==> config.mk <==
export PLATFORM = sky130hd
export DESIGN_NAME = dlsc_pcie_s6_outbound_write_alloc_mc
export DESIGN_NICKNAME = d
export VERILOG_FILES = /design/src/rtl/dlsc_pcie_s6_outbound_write_alloc_mc_pkg.sv /design/src/rtl/dlsc_pcie_s6_outbound_write_alloc_mc_rr_arbiter.sv /design/src/rtl/dlsc_pcie_s6_outbound_write_alloc_mc.sv
export SDC_FILE = /design/constraint.sdc
export NUM_CORES = 1
export LEC_CHECK = 0
export ABC_AREA = 1
export BUFFER_PORTS_ARGS = -buffer_cell sky130_fd_sc_hd__buf_2
export CORE_MARGIN = 2
export CORE_UTILIZATION = 35
export DETAILED_ROUTE_END_ITERATION = 16
export PLACE_DENSITY_LB_ADDON = 0.1
export SYNTH_ARGS = -nofsm -noshare
export SYNTH_HDL_FRONTEND = slang
export SYNTH_SLANG_ARGS = --single-unit
==> constraint.sdc <==
create_clock -name clk -period 3.2 [get_ports clk]
set_input_delay 0.16 -clock clk [delete_from_list [all_inputs] [get_ports clk]]
set_output_delay 0.16 -clock clk [all_outputs]
set_load 0.03 [all_outputs]
==> src/rtl/dlsc_pcie_s6_outbound_write_alloc_mc_pkg.sv <==
// Shared constants, types and helpers for the multi-channel posted-write allocator.
package dlsc_pcie_s6_outbound_write_alloc_mc_pkg;

   // Credit select value asking the core for transmit-side credits available
   localparam logic [2:0]  FC_SEL_TX_AVAIL = 3'b100;

   localparam int unsigned LEN_W   = 10;   // TLP length field, 0 encodes 1024 DWs
   localparam int unsigned BEAT_W  = 11;   // beat counter holds 1..1024
   localparam int unsigned DCRED_W = 9;    // data credits for one TLP, 1..256
   localparam int unsigned HOLD_W  = 4;    // post-TLP hold-off counter

   typedef enum logic [1:0] {
      ST_IDLE = 2'd0,
      ST_HDR  = 2'd1,
      ST_DATA = 2'd2,
      ST_HOLD = 2'd3
   } state_t;

   // Per-channel header attributes carried alongside the address
   typedef struct packed {
      logic [LEN_W-1:0] len;
      logic [3:0]       be_first;
      logic [3:0]       be_last;
   } hdr_attr_t;

   // Posted data credits (16 bytes each) needed for a TLP of len DWs
   function automatic logic [DCRED_W-1:0] dcred_from_len(input logic [LEN_W-1:0] len);
      logic [BEAT_W-1:0] dws;
      dws = (len == '0) ? BEAT_W'(1024) : BEAT_W'(len);
      return DCRED_W'((dws + BEAT_W'(3)) >> 2);
   endfunction

   // Number of payload beats for a TLP of len DWs
   function automatic logic [BEAT_W-1:0] beats_from_len(input logic [LEN_W-1:0] len);
      return (len == '0) ? BEAT_W'(1024) : BEAT_W'(len);
   endfunction

endpackage

==> src/rtl/dlsc_pcie_s6_outbound_write_alloc_mc_rr_arbiter.sv <==
// Round-robin arbiter: first requesting channel after the pointer, wrapping.
module dlsc_pcie_s6_outbound_write_alloc_mc_rr_arbiter #(
   parameter  int unsigned CHANNELS = 2,
   localparam int unsigned IW       = (CHANNELS > 1) ? $clog2(CHANNELS) : 1
) (
   input  logic [CHANNELS-1:0] req,
   input  logic [IW-1:0]       ptr,
   output logic [CHANNELS-1:0] grant_c,
   output logic [IW-1:0]       idx_c,
   output logic                any_c
);

   // Scan from furthest to nearest so the nearest requester after ptr wins
   always_comb begin
      logic [IW-1:0] cand;
      grant_c = '0;
      idx_c   = '0;
      cand    = '0;
      any_c   = |req;
      for (int unsigned i = CHANNELS; i >= 1; i--) begin
         cand = IW'((32'(ptr) + i) % CHANNELS);
         if (req[cand]) begin
            idx_c = cand;
         end
      end
      grant_c[idx_c] = any_c;
   end

endmodule

==> src/rtl/dlsc_pcie_s6_outbound_write_alloc_mc.sv <==
// Posted-write credit allocator: picks a channel whose next TLP fits the
// available posted credits, forwards its header then payload, then holds off
// while the core's credit counters catch up.
module dlsc_pcie_s6_outbound_write_alloc_mc
   import dlsc_pcie_s6_outbound_write_alloc_mc_pkg::*;
#(
   parameter  int unsigned CHANNELS = 2,
   parameter  int unsigned ADDR     = 32,
   parameter  int unsigned FCHB     = 8,
   parameter  int unsigned FCDB     = 12,
   parameter  int unsigned HDR_RSV  = 0,
   parameter  int unsigned DATA_RSV = 0,
   parameter  int unsigned HOLDOFF  = 4,
   localparam int unsigned CHW      = (CHANNELS > 1) ? $clog2(CHANNELS) : 1,
   localparam int unsigned AW       = ADDR - 2
) (
   input  logic                     clk,
   input  logic                     rst_n,
   input  logic                     dma_en,

   output logic [2:0]               fc_sel,
   input  logic [FCHB-1:0]          fc_ph,
   input  logic [FCDB-1:0]          fc_pd,

   output logic [CHANNELS-1:0]      tlp_h_ready,
   input  logic [CHANNELS-1:0]      tlp_h_valid,
   input  logic [CHANNELS*AW-1:0]   tlp_h_addr,
   input  logic [CHANNELS*10-1:0]   tlp_h_len,
   input  logic [CHANNELS*4-1:0]    tlp_h_be_first,
   input  logic [CHANNELS*4-1:0]    tlp_h_be_last,

   output logic [CHANNELS-1:0]      tlp_d_ready,
   input  logic [CHANNELS-1:0]      tlp_d_valid,
   input  logic [CHANNELS*32-1:0]   tlp_d_data,

   input  logic                     wr_tlp_h_ready,
   output logic                     wr_tlp_h_valid,
   output logic [AW-1:0]            wr_tlp_h_addr,
   output logic [9:0]               wr_tlp_h_len,
   output logic [3:0]               wr_tlp_h_be_first,
   output logic [3:0]               wr_tlp_h_be_last,
   output logic [CHW-1:0]           wr_tlp_h_ch,

   input  logic                     wr_tlp_d_ready,
   output logic                     wr_tlp_d_valid,
   output logic [31:0]              wr_tlp_d_data,

   output logic                     busy
);

   // Compare widths: one spare bit so reserve additions never wrap
   localparam int unsigned PHW = FCHB + 1;
   localparam int unsigned PDW = (FCDB >= DCRED_W) ? FCDB + 1 : DCRED_W + 1;

   state_t              state;
   state_t              state_nxt;
   logic [CHW-1:0]      rr_ptr;
   logic [BEAT_W-1:0]   beats;
   logic [HOLD_W-1:0]   holdoff;
   logic                grant_go;
   logic                beat_go;
   logic                ph_ok;

   logic [CHANNELS-1:0] elig;
   logic [CHANNELS-1:0] arb_grant;
   logic [CHW-1:0]      arb_idx;
   logic                arb_any;

   logic [AW-1:0]       addr_arr [CHANNELS];
   hdr_attr_t           attr_arr [CHANNELS];
   logic [31:0]         data_arr [CHANNELS];
   logic [AW-1:0]       sel_addr;
   hdr_attr_t           sel_attr;

   assign fc_sel = FC_SEL_TX_AVAIL;
   assign busy   = (state != ST_IDLE);

   // Header credit check is common to all channels
   assign ph_ok = (PHW'(fc_ph) >= PHW'(1 + HDR_RSV));

   // Unflatten per-channel buses and qualify each header against credits
   for (genvar g = 0; g < CHANNELS; g++) begin : g_ch
      assign addr_arr[g] = tlp_h_addr[g*AW +: AW];
      assign attr_arr[g] = {tlp_h_len[g*LEN_W +: LEN_W],
                            tlp_h_be_first[g*4 +: 4],
                            tlp_h_be_last[g*4 +: 4]};
      assign data_arr[g] = tlp_d_data[g*32 +: 32];
      assign elig[g]     = tlp_h_valid[g] & ph_ok &
                           (PDW'(fc_pd) >= PDW'(dcred_from_len(attr_arr[g].len)) + PDW'(DATA_RSV));
   end

   dlsc_pcie_s6_outbound_write_alloc_mc_rr_arbiter #(
      .CHANNELS (CHANNELS)
   ) u_arb (
      .req     (elig),
      .ptr     (rr_ptr),
      .grant_c (arb_grant),
      .idx_c   (arb_idx),
      .any_c   (arb_any)
   );

   // One-hot AND-OR select of the winning channel's header
   always_comb begin
      sel_addr = '0;
      sel_attr = '0;
      for (int unsigned c = 0; c < CHANNELS; c++) begin
         if (arb_grant[c]) begin
            sel_addr = sel_addr | addr_arr[c];
            sel_attr = hdr_attr_t'(sel_attr | attr_arr[c]);
         end
      end
   end

   // State register
   always_ff @(posedge clk or negedge rst_n) begin
      if (!rst_n) begin
         state <= ST_IDLE;
      end else begin
         state <= state_nxt;
      end
   end

   // Next state and handshake steering
   always_comb begin
      state_nxt      = state;
      grant_go       = 1'b0;
      beat_go        = 1'b0;
      tlp_h_ready    = '0;
      tlp_d_ready    = '0;
      wr_tlp_h_valid = 1'b0;
      wr_tlp_d_valid = 1'b0;
      case (state)
         ST_IDLE: begin
            if (dma_en && arb_any) begin
               grant_go  = 1'b1;
               state_nxt = ST_HDR;
            end
         end
         ST_HDR: begin
            wr_tlp_h_valid = 1'b1;
            if (wr_tlp_h_ready) begin
               tlp_h_ready[wr_tlp_h_ch] = 1'b1;
               state_nxt                = ST_DATA;
            end
         end
         ST_DATA: begin
            wr_tlp_d_valid           = tlp_d_valid[wr_tlp_h_ch];
            tlp_d_ready[wr_tlp_h_ch] = wr_tlp_d_ready;
            beat_go                  = wr_tlp_d_ready & tlp_d_valid[wr_tlp_h_ch];
            if (beat_go && beats == BEAT_W'(1)) begin
               state_nxt = ST_HOLD;
            end
         end
         ST_HOLD: begin
            if (holdoff == HOLD_W'(1)) begin
               state_nxt = ST_IDLE;
            end
         end
         default: state_nxt = ST_IDLE;
      endcase
   end

   // Header capture, round-robin pointer, beat and hold-off counters
   always_ff @(posedge clk or negedge rst_n) begin
      if (!rst_n) begin
         rr_ptr            <= CHW'(CHANNELS - 1);
         wr_tlp_h_ch       <= '0;
         wr_tlp_h_addr     <= '0;
         wr_tlp_h_len      <= '0;
         wr_tlp_h_be_first <= '0;
         wr_tlp_h_be_last  <= '0;
         beats             <= '0;
         holdoff           <= '0;
      end else begin
         if (grant_go) begin
            rr_ptr            <= arb_idx;
            wr_tlp_h_ch       <= arb_idx;
            wr_tlp_h_addr     <= sel_addr;
            wr_tlp_h_len      <= sel_attr.len;
            wr_tlp_h_be_first <= sel_attr.be_first;
            wr_tlp_h_be_last  <= sel_attr.be_last;
            beats             <= beats_from_len(sel_attr.len);
         end
         if (beat_go) begin
            beats <= beats - BEAT_W'(1);
         end
         if (state == ST_DATA && state_nxt == ST_HOLD) begin
            holdoff <= HOLD_W'(HOLDOFF);
         end else if (state == ST_HOLD) begin
            holdoff <= holdoff - HOLD_W'(1);
         end
      end
   end

   // Payload follows the committed channel; quiet outside the data phase
   assign wr_tlp_d_data = (state == ST_DATA) ? data_arr[wr_tlp_h_ch] : '0;

endmodule
Word-level counts from Yosys, hierarchy flattened

Index checks and enable logic that the tools add are counted.

Add/sub/neg operators: 6
Magnitude comparators: 10
Eq/ne operators: 6
Muxes and demuxes: 40
Bitwise operators: 10
Reduce and logical (&&, ||, !) cells: 13

Operator list:

| kind                                                                    | number |
|---|---|
| 32-bit two-way mux                                                      | 4 |
| 30-bit two-way mux                                                      | 2 |
| 11-bit two-way mux                                                      | 5 |
| 18-bit two-way mux                                                      | 2 |
| 10-bit zero test                                                        | 3 |
| 30-bit bitwise OR                                                       | 1 |
| 12-bit by 9-bit >= comparator with 1-bit output                         | 2 |
| 11-bit by 2-bit adder with 11-bit output (second input constant)        | 2 |
| 18-bit bitwise OR                                                       | 1 |
| 1-bit two-way mux                                                       | 15 |
| 2-bit two-way mux                                                       | 7 |
| 11-bit by 1-bit equality test with 1-bit output (second input constant) | 1 |
| 11-bit by 1-bit subtractor with 11-bit output (second input constant)   | 1 |
| 8-bit by 1-bit >= comparator with 1-bit output (second input constant)  | 1 |
| 1-bit by 2-bit < comparator with 1-bit output (second input constant)   | 4 |
| 4-bit two-way mux                                                       | 2 |
| 2-bit one-hot mux with 4 select lines                                   | 1 |
| 2-bit equality test (second input constant)                             | 3 |
| 2-bit nonzero test                                                      | 3 |
| 1-bit bitwise AND                                                       | 5 |
| 1-bit logical AND                                                       | 5 |
| 2-bit bitwise AND                                                       | 2 |
| 4-bit by 1-bit equality test with 1-bit output (second input constant)  | 1 |
| 4-bit by 1-bit subtractor with 4-bit output (second input constant)     | 1 |
| 8 further kinds                                                         | 11 |

Register bits: 67
Bits of input ports: 189
Output and inout port bits: 91
Word-level logic and storage cells: 94

Depth between registers and ports, before layout

Gate-level depths: netlist of run 1.

Depth in word-level cells: 21
Depth in mapped cells: 33
Gate-level depth less buffers: 32

By module

Synthesis of run 1 repeated with hierarchy kept, for this count alone.

Cells, all modules: 715
Area total of the unflattened synthesis: 4,703.3 µm²

By module, submodules not included:

| module                                          | instances | cells an instance | area an instance (µm²) | sequential area each (µm²) |
|---|---|---|---|---|
| dlsc_pcie_s6_outbound_write_alloc_mc            | 1         | 708               | 4,673.2                | 1,677.9 |
| dlsc_pcie_s6_outbound_write_alloc_mc_rr_arbiter | 1         | 7                 | 30.0                   | 0.0 |

Worst setup path before layout of run 1

Ideal clock, no wire load.

Path type: in2reg
Start: input tlp_h_len[12]
End: register wr_tlp_h_ch
Library setup time: 0.136 ns
Arrival time: 2.689 ns
Data required time: 3.064 ns
Slack: 0.374 ns
Cell stages on the path: 30
Path buffers: 3
Path through: inv_1 nor2_1 inv_1 nor2_1 inv_2 nor2_1 inv_2 nor2_2 inv_2 nor2_2 inv_2 nor2_2 nand2_1 xor2_1 ha_1 nand2_1 inv_2 nand2_1 nand2_1 nand2_1 nand4_1 nand2_2 clkinv_2 nand2_4 inv_2 buf_6 buf_6 buf_6 nand2_1 o21ai_0

Longest elaborated chain between the ends: 9
Elaborated cells on any way between the ends: 15
Classes of those cells: add/sub (1); order compare (1); mux (9); bitwise (1); reduce/logical (3)

Ends and longest elaborated chain:

| item                                                                                 | line                                                                                                         | text |
|---|---|---|
| start: declaration                                                                   | dlsc_pcie_s6_outbound_write_alloc_mc.sv:28                                                                   | `input logic [CHANNELS*10-1:0] tlp_h_len,` |
| 10-bit zero test                                                                     | dlsc_pcie_s6_outbound_write_alloc_mc_pkg.sv:29                                                               | `dws = (len == '0) ? BEAT_W'(1024) : BEAT_W'(len);` |
| 11-bit two-way mux (*)                                                               | dlsc_pcie_s6_outbound_write_alloc_mc_pkg.sv:29                                                               |  |
| 11-bit by 2-bit adder with 11-bit output (*)                                         | dlsc_pcie_s6_outbound_write_alloc_mc_pkg.sv:30                                                               | `return DCRED_W'((dws + BEAT_W'(3)) >> 2);` |
| 12-bit by 9-bit >= comparator with 1-bit output (*)                                  | dlsc_pcie_s6_outbound_write_alloc_mc.sv:89                                                                   | `(PDW'(fc_pd) >= PDW'(dcred_from_len(attr_arr[g].len)) + PDW'(DATA_RSV));` |
| 1-bit bitwise AND (*)                                                                | dlsc_pcie_s6_outbound_write_alloc_mc.sv:88                                                                   | `assign elig[g] = tlp_h_valid[g] & ph_ok &` |
| 1-bit two-way mux (not written as such) / 2-bit OR reduction (equally long branches) | dlsc_pcie_s6_outbound_write_alloc_mc_rr_arbiter.sv:22, dlsc_pcie_s6_outbound_write_alloc_mc_rr_arbiter.sv:19 |  |
| 1-bit two-way mux (not written as such) / 1-bit logical AND (equally long branches)  | dlsc_pcie_s6_outbound_write_alloc_mc_rr_arbiter.sv:22, dlsc_pcie_s6_outbound_write_alloc_mc.sv:134           |  |
| 1-bit two-way mux, on equally long branches                                          | dlsc_pcie_s6_outbound_write_alloc_mc_rr_arbiter.sv:22, dlsc_pcie_s6_outbound_write_alloc_mc.sv:134           |  |
| 1-bit two-way mux, on equally long branches                                          | dlsc_pcie_s6_outbound_write_alloc_mc_rr_arbiter.sv:22, dlsc_pcie_s6_outbound_write_alloc_mc.sv:132           |  |
| end signal: assignment                                                               | dlsc_pcie_s6_outbound_write_alloc_mc.sv:177                                                                  | `wr_tlp_h_ch <= arb_idx;` |
| end: declaration                                                                     | dlsc_pcie_s6_outbound_write_alloc_mc.sv:42                                                                   | `output logic [CHW-1:0] wr_tlp_h_ch,` |

Every way passes the cells marked *; elsewhere a longest branch is shown, timed or not. The select of a mux whose other input is x is not followed.
A chain may end at the register's enable or synchronous reset.

Final worst setup path of run 1

Start: input tlp_h_len[0]
End: register beats[4]

Longest elaborated chain between the ends: 21
Elaborated cells on any way between the ends: 29
Classes of those cells: add/sub (1); order compare (3); mux (16); bitwise (3); reduce/logical (6)

Ends and longest elaborated chain:

| item                                                                                                              | line                                                  | text |
|---|---|---|
| 10-bit zero test                                                                                                  | dlsc_pcie_s6_outbound_write_alloc_mc_pkg.sv:29        |  |
| 11-bit two-way mux                                                                                                | dlsc_pcie_s6_outbound_write_alloc_mc_pkg.sv:29        |  |
| 11-bit by 2-bit adder with 11-bit output                                                                          | dlsc_pcie_s6_outbound_write_alloc_mc_pkg.sv:30        |  |
| 12-bit by 9-bit >= comparator with 1-bit output                                                                   | dlsc_pcie_s6_outbound_write_alloc_mc.sv:89            |  |
| 1-bit bitwise AND                                                                                                 | dlsc_pcie_s6_outbound_write_alloc_mc.sv:88            |  |
| 1-bit two-way mux (not written as such) (2 in a row)                                                              | dlsc_pcie_s6_outbound_write_alloc_mc_rr_arbiter.sv:22 | `if (req[cand]) begin` |
| 1-bit two-way mux (2 in a row)                                                                                    | dlsc_pcie_s6_outbound_write_alloc_mc_rr_arbiter.sv:22 |  |
| 1-bit by 2-bit < comparator with 1-bit output (not written as such) / 1-bit >= comparator (equally long branches) | dlsc_pcie_s6_outbound_write_alloc_mc_rr_arbiter.sv:26 | `grant_c[idx_c] = any_c;` |
| [3 not listed]                                                                                                    | --                                                    |  |
| 2-bit bitwise AND (no source line)                                                                                | --                                                    |  |
| 18-bit two-way mux                                                                                                | dlsc_pcie_s6_outbound_write_alloc_mc.sv:107           | `if (arb_grant[c]) begin` |
| 18-bit bitwise OR                                                                                                 | dlsc_pcie_s6_outbound_write_alloc_mc.sv:109           | `sel_attr = hdr_attr_t'(sel_attr \| attr_arr[c]);` |
| 18-bit two-way mux                                                                                                | dlsc_pcie_s6_outbound_write_alloc_mc.sv:107           |  |
| 10-bit zero test                                                                                                  | dlsc_pcie_s6_outbound_write_alloc_mc_pkg.sv:35        | `return (len == '0) ? BEAT_W'(1024) : BEAT_W'(len);` |
| 11-bit two-way mux                                                                                                | dlsc_pcie_s6_outbound_write_alloc_mc_pkg.sv:35        |  |
| 11-bit two-way mux                                                                                                | dlsc_pcie_s6_outbound_write_alloc_mc.sv:175           | `if (grant_go) begin` |
| 11-bit two-way mux                                                                                                | dlsc_pcie_s6_outbound_write_alloc_mc.sv:184           | `if (beat_go) begin` |
| end signal: assignment                                                                                            | dlsc_pcie_s6_outbound_write_alloc_mc.sv:182           | `beats <= beats_from_len(sel_attr.len);` |
| end signal: assignment                                                                                            | dlsc_pcie_s6_outbound_write_alloc_mc.sv:185           | `beats <= beats - BEAT_W'(1);` |
| end: declaration                                                                                                  | dlsc_pcie_s6_outbound_write_alloc_mc.sv:58            | `logic [BEAT_W-1:0] beats;` |

Several ways; a longest one is shown, not always the timed one. The select of a mux whose other input is x is not followed.

==> impl_metrics.env, run 1 <==
export IMPL_clk_latency_ns=0.33
export IMPL_grt_max_degree=39
export IMPL_pwr_share_comb_pct=55.9
export IMPL_grt_pass1_vias=5326
export IMPL_instances_no_fill=1180
export IMPL_cts_tree="yes"
export IMPL_dieArea_sq_um=15000
export IMPL_post_route_util_pct=49.9
export IMPL_vias=5537
export IMPL_slew_viol_final=0
export IMPL_htreeDepth=3
export IMPL_crit_path_start_kind="primary input"
export IMPL_rsz0062_at_grt="false"
export IMPL_worstSetupPathType="primary input to register"
export IMPL_synth_main_ff_cell="dfrtp_1"
export IMPL_syn_inst=715
export IMPL_path_clk_slew_ns=0.06
export IMPL_synth_distinct_cells=41
export IMPL_arrival_ns=3.05
export IMPL_viasPerCell=4.69
export IMPL_holdCritPathClass="primary input to register"
export IMPL_min_from="tlp_h_addr[29]"
export IMPL_p_int_w=0.00290
export IMPL_max_freq_ghz=0.352
export IMPL_fp_dieW_um=122
export IMPL_ys_seq_area_share_pct=34.2
export IMPL_syn_to_final_growth_pct=40.4
export IMPL_synth_ff_latch_count=67
export IMPL_fillers=1482
export IMPL_irDropWorstVdd_uv=403
export IMPL_n_antenna_cell=0
export IMPL_endpoint_kind="register"
export IMPL_avgSynthCellArea_sq_um=6.85
export IMPL_cap_viol_max_count=0
export IMPL_start_util_pct=35.6
export IMPL_yosysWarnings=0
export IMPL_antenna_found_initial=0
export IMPL_cp_slowest_cell="ha_1"
export IMPL_dp_hpwl_um=12400
export IMPL_syn_area_sq_um=4900
export IMPL_drive_gt1_share_pct=35.6
export IMPL_grtUsageTotal_pct=20.6
export IMPL_final_seq_area_sq_um=1680
export IMPL_layout_commonest_cell="buf_2"
export IMPL_ioPinCount=280
export IMPL_fin_crit_sh_pct=88.8
export IMPL_worst_r2r_startpoint="wr_tlp_h_ch$_DFFE_PN0P_"
export IMPL_fin_crit_ns=2.84
export IMPL_final_cell_mix="buf_2 (276), nand2_1 (221), nand3_1 (135)"
export IMPL_ant_nets=0
export IMPL_drt_total_wl_um=15700
export IMPL_overflow=0
export IMPL_clock_path_buffers=2
export IMPL_skew_ns=0.00447
export IMPL_status="finished, final reports clean"
export IMPL_hold_viol_final=0
export IMPL_power_share_switching_pct=50.3
export IMPL_post_cts_buffers=0
export IMPL_worst_pin_slew_ns=0.591
export IMPL_total_power_w=0.00584
export IMPL_grt_pass1_wl_um=24800
export IMPL_io_buffers=276
export IMPL_clkSinkCount=67
export IMPL_p_seq_share_pct=27.0
export IMPL_crit_start="tlp_h_len[0]"
export IMPL_slew_headroom_pct=60.6
export IMPL_required_ns=3.41
export IMPL_finalSetupViolCount=0
export IMPL_worstPathMaxFanout=12
export IMPL_crit_path_max_incr_delay_ns=0.29
export IMPL_core_area_sq_um=13800
export IMPL_drt_iter0_drc=263
export IMPL_synthArstFlopShare_pct=100
export IMPL_synth_edf_count=0
export IMPL_p_switching_w=0.00294
export IMPL_drc=0
export IMPL_cts_root_buf="clkbuf_16"
export IMPL_fp_row_count=43
export IMPL_dp_cells=1162
export IMPL_drtPass1Iterations=6
export IMPL_power_leakage_nw=3.87
export IMPL_power_frac_clock_pct=17.1
export IMPL_powerDensity_nw_per_um2=849
export IMPL_wl_per_cell_um=13.3
export IMPL_nets=1206
export IMPL_numCtsBuffers=9
export IMPL_place_congestion=0.849
export IMPL_die_y_um=122
export IMPL_cpMostUsedCell="nand2_1"
export IMPL_multiInputGateArea_sq_um=2720
power by group through the flow:
| stage | clock, W | sequential, W | combinational [W] |
|---|---|---|---|
| detailed placement | 0 | 0.00158 | 0.00327 |
| CTS | 0.00101 | 0.00158 | 0.00328 |
| floorplan | 0 | 0.00215 | 0.00169 |
| global placement | 0 | 0.00160 | 0.00325 |
| global route | 0.00106 | 0.00164 | 0.00359 |
| finish | 0.000998 | 0.00158 | 0.00326 |
registers in the layout, indices dropped and copies added (netlist names):
register	cells
wr_tlp_h_addr	30
beats	11
wr_tlp_h_len	10
holdoff	4
wr_tlp_h_be_first	4
wr_tlp_h_be_last	4
state	2
rr_ptr	1
wr_tlp_h_ch	1
critical path, delay by kind of cell:
kind | cells | cell delay (ns)
and+or+nand+nor | 15 | 1.55
buffers and inverters | 6 | 0.60
AOI/OAI and AO/OA | 3 | 0.31
adders and majority gates | 1 | 0.29
xor gates and xnor gates | 1 | 0.15
final timing paths:
kind,to,slack (ns),depth (start not counted)
max,beats[4]$_DFFE_PN0P_,0.36,26
max in group asynchronous,wr_tlp_h_addr[5]$_DFFE_PN0P_,2.08,3
max reg2reg,beats[10]$_DFFE_PN0P_,1.19,8
min,wr_tlp_h_addr[29]$_DFFE_PN0P_,0.06,3
min reg2reg,wr_tlp_h_len[9]$_DFFE_PN0P_,0.47,2
min in group asynchronous,wr_tlp_h_addr[27]$_DFFE_PN0P_,0.36,2
cells by family after synthesis:
logic type	count (synthesis)	share of synthesized area (%)
AOI/OAI and AO/OA	68	7.92
xor gates and xnor gates	13	2.32
adders and majority gates	22	5.62
buffers and inverters	105	10.4
DFF	67	34.2
other	2	0.153
and+or+nand+nor	438	39.3
layer usage:
metal,track usage (%),routed length [um]
met5,0,0
met4,5.82,249
met3,4.32,989
met2,36.5,7680
met1,25.3,6790
through the flow:
step | cell area (sq um) | hold slack, ns | setup slack, ns | setup TNS (ns)
3_3_place_gp | 6530 | 0.197 | 0.0509 | 0
6_report | 6880 | 0.0626 | 0.358 | 0
3_5_place_dp | 6530 | 0.206 | -0.0369 | -0.0387
5_1_grt | 6880 | 0.0659 | 0.00427 | 0
2_1_floorplan | 4900 | -0.136 | 0.374 | 0
4_1_cts | 6840 | 0.0569 | 0.302 | 0
synthesized netlist by cell type (all sizes together) (2+ instances only):
master	number	area (sq um)
nand2	231	902
nand3	137	696
dfrtp	66	1650
inv	65	244
nor2	51	206
a21oi	40	211
buf	32	236
ha	22	275
o21ai	13	65.1
nor3	10	50.1
xor2	8	70.1
clkbuf	7	26.3
a31oi	5	31.3
nor4	5	46.3
xnor2	5	43.8
nand4	3	18.8
conb	2	7.51
o32ai	2	17.5
area by class of cell:
| cell class | count | share of cell area, % |
|---|---|---|
| Multi-Input combinational cell | 544 | 39.6 |
| Timing Repair Buffer | 307 | 24.7 |
| Sequential cell | 67 | 24.4 |
| Inverter | 66 | 3.66 |
| Clock buffer | 9 | 3.27 |
| Tap cell | 180 | 3.27 |
| Clock inverter | 7 | 1.13 |
what timing repair did:
action                                  CTS  global route
hold endpoints to repair                 24             0
hold buffers                              1             0
endpoints found under the setup margin    0            50
gates resized for setup                   0             4
No activity file was read; power rests on OpenSTA's default activity.
==> run 2, diff against run 1 <==
Settings changed: CORE_MARGIN 2 to 10, CORE_UTILIZATION 35 to 49.
==> run 2 against run 1 <==
Flip-flop and latch count stayed put. Largest power group unchanged. Clock power down 15%. Sequential power is essentially flat. Critical path depth grew 3. Utilization grew 19 points. Largest cell class unchanged. Final cell count decreased by 4.1%. Global-route usage is 1.8 points higher. Fmax barely moved.
==> impl_metrics.env, run 2 (same netlist as run 1, synthesis figures left out) <==
export IMPL_clkSinkCount=67
export IMPL_largest_register_ff_count=30
export IMPL_drive_gt1_share_pct=35.7
export IMPL_place_ws_ns=-0.0147
export IMPL_numCtsBuffers=9
export IMPL_top_register="wr_tlp_h_addr"
export IMPL_vias=5664
export IMPL_io_buffers=276
export IMPL_wl_met2_um=8350
export IMPL_slew_viol_final=0
export IMPL_irDropWorstVdd_uv=623
export IMPL_clock_path_buffers=2
export IMPL_fin_crit_ns=2.84
export IMPL_grt_max_degree=68
export IMPL_die_y_um=120
export IMPL_grt_pass1_vias=5412
export IMPL_worst_r2r_startpoint="state[1]$_DFF_PN0_"
export IMPL_holdCritPathClass="primary input to async pin"
export IMPL_required_ns=3.47
export IMPL_grt_pass1_wl_um=27000
export IMPL_top_layer_used="met4"
export IMPL_crit_path_max_incr_delay_ns=0.35
export IMPL_worstSetupPathType="primary input to register"
export IMPL_fillers=905
export IMPL_drt_total_wl_um=17000
export IMPL_drc=0
export IMPL_final_seq_area_sq_um=1680
export IMPL_grtUsageTotal_pct=22.4
export IMPL_syn_to_final_growth_pct=37.4
export IMPL_fp_row_count=36
export IMPL_dp_cells=1116
export IMPL_fin_crit_sh_pct=88.8
export IMPL_skew_ns=0.0134
export IMPL_status="finished, final reports clean"
export IMPL_p_switching_w=0.00290
export IMPL_drt_met1_wl_um=7200
export IMPL_pwr_share_comb_pct=57.7
export IMPL_nets=1205
export IMPL_reg2reg_slack_ns=1.19
export IMPL_power_frac_clock_pct=15.0
export IMPL_layout_commonest_cell="buf_2"
export IMPL_place_congestion=0.932
export IMPL_worstPathMaxFanout=30
export IMPL_drtPass1Iterations=5
export IMPL_antenna_found_initial=0
export IMPL_cap_viol_max_count=0
export IMPL_fp_dieW_um=120
export IMPL_powerDensity_nw_per_um2=847
export IMPL_n_antenna_cell=0
export IMPL_reg_largest_list="wr_tlp_h_addr: 30 flops, beats: 11 flops, wr_tlp_h_len: 10 flops"
export IMPL_htreeDepth=3
export IMPL_start_util_pct=50.1
export IMPL_clk_latency_ns=0.34
export IMPL_cp_slowest_cell="buf_4"
export IMPL_ant_nets=0
export IMPL_dp_hpwl_um=13500
export IMPL_wl_met3_um=1130
export IMPL_rr_endpoint="beats[10]$_DFFE_PN0P_"
export IMPL_layout_setup_ws_ns=0.357
export IMPL_dieArea_sq_um=14400
export IMPL_ioPinCount=280
export IMPL_arrival_ns=3.11
export IMPL_endpoint_kind="register"
export IMPL_worst_pin_slew_ns=0.842
export IMPL_instances_no_fill=1132
export IMPL_reg2reg_depth=10
export IMPL_viasPerCell=5.00
export IMPL_overflow=0
export IMPL_core_area_sq_um=9770
export IMPL_final_cell_mix="buf_2 (276), nand2_1 (221), nand3_1 (135)"
export IMPL_power_leakage_nw=3.83
export IMPL_cts_tree="yes"
export IMPL_hold_viol_final=0
export IMPL_power_share_switching_pct=50.9
export IMPL_finalSetupViolCount=0
export IMPL_max_freq_ghz=0.352
export IMPL_p_seq_share_pct=27.4
export IMPL_cpMostUsedCell="inv_2"
export IMPL_path_clk_slew_ns=0.08
export IMPL_cts_root_buf="clkbuf_8"
export IMPL_wl_per_cell_um=15.0
export IMPL_crit_path_start_kind="primary input"
export IMPL_post_route_util_pct=68.9
export IMPL_p_int_w=0.00280
export IMPL_slew_headroom_pct=43.9
export IMPL_multiInputGateArea_sq_um=2730
export IMPL_drt_iter0_drc=465
==> run 2: cell types whose count changed in the layout (fill, tap and decap cells not counted), sizes merged <==
cell         delta
clkinv          -1
inv             -1
buf             +1
dlygate4sd3     -1
clkinvlp        -1
bufinv          +2
==> run 2: layout make-up <==
cell class | instances | area share (%)
clock buffers | 10 | 1.90
multi-input cells | 544 | 40.5
repair buffers | 306 | 24.8
flip-flops and latches | 67 | 24.9
inverters | 66 | 3.70
well taps | 133 | 2.47
clock inverters | 6 | 1.69
==> run 2: routing by layer <==
| metal | up-vias | global-route usage [%] |
|---|---|---|
| li1 | 2885 | - |
| met1 | 2556 | 27.7 |
| met2 | 201 | 38.2 |
| met3 | 22 | 5.58 |
| met4 | 0 | 5.66 |
| met5 | - | 0 |
==> run 2: worst max-delay path, delay by kind of cell <==
kind | cells | cell delay (ns)
xor gates and xnor gates | 1 | 0.15
adders and majority gates | 1 | 0.30
buffers and inverters | 10 | 1.03
and+or+nand+nor | 17 | 1.47
==> run 2: how the worst max path moves through the flow <==
stage / startpoint / to / slack, ns / cells after the start
after floorplan: tlp_h_len[12] / wr_tlp_h_ch$_DFFE_PN0P_ / 0.37 / 30
after global placement: tlp_h_len[1] / beats[9]$_DFFE_PN0P_ / 0.02 / 27
after detailed placement: tlp_h_len[10] / wr_tlp_h_addr[12]$_DFFE_PN0P_ / -0.01 / 29
after CTS: tlp_h_len[10] / wr_tlp_h_addr[13]$_DFFE_PN0P_ / 0.31 / 29
after global routing: tlp_h_len[10] / beats[10]$_DFFE_PN0P_ / -0.00008 / 33
final: tlp_h_len[10] / wr_tlp_h_addr[13]$_DFFE_PN0P_ / 0.36 / 29
==> run 2: power groups by stage <==
stage / Combinational [W] / Clock (W) / Sequential (W)
floorplan: 0.00169 / 0 / 0.00215
global placement: 0.00327 / 0 / 0.00156
detailed placement: 0.00330 / 0 / 0.00157
CTS: 0.00331 / 0.000873 / 0.00156
global route: 0.00359 / 0.000917 / 0.00163
finish: 0.00329 / 0.000853 / 0.00156
==> run 2: what timing repair did <==
item	CTS	global route
gates resized for setup	0	4
hold buffers	0	0
setup endpoints to repair	0	30
buffers inserted	0	0
==> run 2: stage by stage <==
step | power (W) | TNS (ns) | cell area [sq um] | hold WS, ns
after CTS | 0.00575 | 0 | 6720 | 0.0306
after detailed placement | 0.00487 | -0.0854 | 6480 | 0.402
after global routing | 0.00614 | -0.0000799 | 6730 | 0.0426
after global placement | 0.00483 | 0 | 6480 | 0.396
after floorplan | 0.00383 | 0 | 4900 | -0.136
final | 0.00570 | 0 | 6730 | 0.00752
==> run 3, diff against run 2 <==
Settings changed: CORE_UTILIZATION 49 to 45.
Clock period 3.2 ns to 3.1 ns, I/O delays scaled along.
==> run 3 against run 2 <==
Clock-buffer cell count stayed put. Sequential share of layout area is 0.81 points lower. Hold slack worse by 0.00079 ns. Critical endpoint is now wr_tlp_h_be_last[2]$_DFFE_PN0P_.
==> impl_metrics.env, run 3 (same netlist as run 1, synthesis figures left out) <==
export IMPL_reg2reg_slack_ns=1.06
export IMPL_viasPerCell=4.96
export IMPL_drt_met1_wl_um=7040
export IMPL_ant_nets=0
export IMPL_final_cell_mix="buf_2 (276), nand2_1 (221), nand3_1 (135)"
export IMPL_worstSetupPathType="primary input to register"
export IMPL_cts_tree="yes"
export IMPL_reg2reg_depth=10
export IMPL_design_area_sq_um=6960
export IMPL_final_seq_area_sq_um=1680
export IMPL_grt_pass1_wl_um=27300
export IMPL_endpoint_kind="register"
export IMPL_crit_path_start_kind="primary input"
export IMPL_postPlaceCellArea_sq_um=6610
export IMPL_reg_largest_list="wr_tlp_h_addr: 30 flops, beats: 11 flops, wr_tlp_h_len: 10 flops"
export IMPL_worst_r2r_startpoint="state[1]$_DFF_PN0_"
export IMPL_worst_pin_slew_ns=0.865
export IMPL_antenna_found_initial=0
export IMPL_wl_per_cell_um=15.2
export IMPL_wl_met2_um=9110
export IMPL_crit_path_max_incr_delay_ns=0.31
export IMPL_max_freq_ghz=0.354
export IMPL_p_int_w=0.00277
export IMPL_cap_viol_max_count=0
export IMPL_worstPathMaxFanout=20
export IMPL_cpMostUsedCell="inv_2"
export IMPL_drive_gt1_share_pct=37.1
export IMPL_grt_pass1_vias=5450
export IMPL_drtPass1Iterations=5
export IMPL_dp_hpwl_um=13600
export IMPL_fp_row_count=38
export IMPL_cp_endpoint="wr_tlp_h_be_last[2]$_DFFE_PN0P_"
export IMPL_power_leakage_nw=3.93
export IMPL_arrival_ns=3.10
export IMPL_holdCritPathClass="primary input to async pin"
export IMPL_top_layer_used="met4"
export IMPL_finalSetupViolCount=0
export IMPL_dp_cells=1134
export IMPL_cts_hold_buffers=0
export IMPL_cts_root_buf="clkbuf_8"
export IMPL_place_congestion=0.890
export IMPL_slew_headroom_pct=42.3
export IMPL_fp_dieW_um=124
export IMPL_core_area_sq_um=10700
export IMPL_drt_iter0_drc=367
export IMPL_clock_path_buffers=2
export IMPL_instances_no_fill=1156
export IMPL_hold_viol_final=0
export IMPL_p_switching_w=0.00306
export IMPL_irDropWorstVdd_uv=520
export IMPL_power_frac_clock_pct=11.9
export IMPL_vias=5734
export IMPL_clkSinkCount=67
export IMPL_power_share_switching_pct=52.5
export IMPL_syn_to_final_growth_pct=42.0
export IMPL_crit_start="tlp_h_len[12]"
export IMPL_status="finished, final reports clean"
export IMPL_die_y_um=124
export IMPL_n_antenna_cell=0
export IMPL_pwr_share_comb_pct=60.7
export IMPL_nets=1222
export IMPL_clk_latency_ns=0.34
export IMPL_slew_viol_final=0
export IMPL_overflow=0
export IMPL_fin_crit_ns=2.83
export IMPL_dieArea_sq_um=15500
export IMPL_fin_crit_sh_pct=91.2
export IMPL_powerDensity_nw_per_um2=838
export IMPL_cp_slowest_cell="ha_1"
export IMPL_path_clk_slew_ns=0.08
export IMPL_largest_register_ff_count=30
export IMPL_fillers=1060
export IMPL_rr_endpoint="beats[10]$_DFFE_PN0P_"
export IMPL_grt_max_degree=68
export IMPL_io_buffers=276
export IMPL_htreeDepth=3
export IMPL_p_seq_share_pct=27.5
export IMPL_top_register="wr_tlp_h_addr"
export IMPL_ioPinCount=280
export IMPL_wl_met3_um=1210
export IMPL_skew_ns=0.0151
export IMPL_drt_total_wl_um=17600
export IMPL_start_util_pct=45.6
export IMPL_multiInputGateArea_sq_um=2740
export IMPL_layout_commonest_cell="buf_2"
export IMPL_drc=0
export IMPL_numCtsBuffers=9
export IMPL_required_ns=3.37
export IMPL_grtUsageTotal_pct=20.7
## run 3: cell count changes in the layout (fill, tap and decap cells not counted), moves of 2 or more
cell and delta:
buf_12 +3, buf_4 +9, bufinv_16 -3, clkbuf_16 +5
inv_2 -2, inv_4 +2, inv_6 +2, nor2_1 -2
## run 3: worst min path at each step
stage,startpoint,slack [ns],endpoint,depth (start not counted)
floorplan,rst_n,-0.14,beats[0]$_DFFE_PN0P_,0
global placement,tlp_h_addr[21],0.39,wr_tlp_h_addr[21]$_DFFE_PN0P_,3
detailed placement,tlp_h_be_last[1],0.40,wr_tlp_h_be_last[1]$_DFFE_PN0P_,3
CTS,rst_n,0.03,holdoff[3]$_DFFE_PN0P_,2
global route,tlp_h_addr[13],0.04,wr_tlp_h_addr[13]$_DFFE_PN0P_,3
finish,rst_n,0.007,wr_tlp_h_addr[24]$_DFFE_PN0P_,2
## run 3: cell type report
type | instances | area share (%)
Multi-Input combinational cell | 544 | 39.4
Timing Repair Buffer | 323 | 27.6
Sequential cell | 67 | 24.1
Inverter | 66 | 3.65
Tap cell | 140 | 2.52
Clock buffer | 10 | 1.98
Clock inverter | 6 | 0.701
## run 3: layer usage
metal / up-vias / track usage, %
li1: 2912 / -
met1: 2596 / 24.8
met2: 208 / 36.9
met3: 18 / 4.51
met4: 0 / 3.98
met5: - / 0
## run 3: critical path: cells and delay by family
| family | cells | cell delay, ns |
|---|---|---|
| buffers and inverters | 10 | 0.82 |
| and+or+nand+nor | 18 | 1.66 |
| xor gates and xnor gates | 1 | 0.15 |
| adders and majority gates | 1 | 0.31 |
## run 3: stage by stage
stage	hold WS (ns)	power, W	utilization (%)	TNS (ns)	worst slack [ns]
floorplan	-0.141	0.00396	-	0	0.279
global placement	0.394	0.00506	61.5	0	0.0132
detailed placement	0.395	0.00507	61.5	-0.157	-0.0236
CTS	0.0260	0.00579	63.2	0	0.346
global route	0.0354	0.00628	64.8	-0.000228	-0.000228
finish	0.00674	0.00583	64.8	0	0.274
## run 3: timing repair
action,CTS,global route
endpoints found under the hold margin,0,0
setup endpoints to repair,0,8
setup buffers,0,1
resized for setup,0,10
## run 3: power groups by stage
stage          combinational, W  clock, W  sequential [W]
6_report                0.00354  0.000691         0.00160
4_1_cts                 0.00347  0.000715         0.00160
2_1_floorplan           0.00174         0         0.00222
5_1_grt                 0.00387  0.000750         0.00166
3_3_place_gp            0.00345         0         0.00160
3_5_place_dp            0.00347         0         0.00160
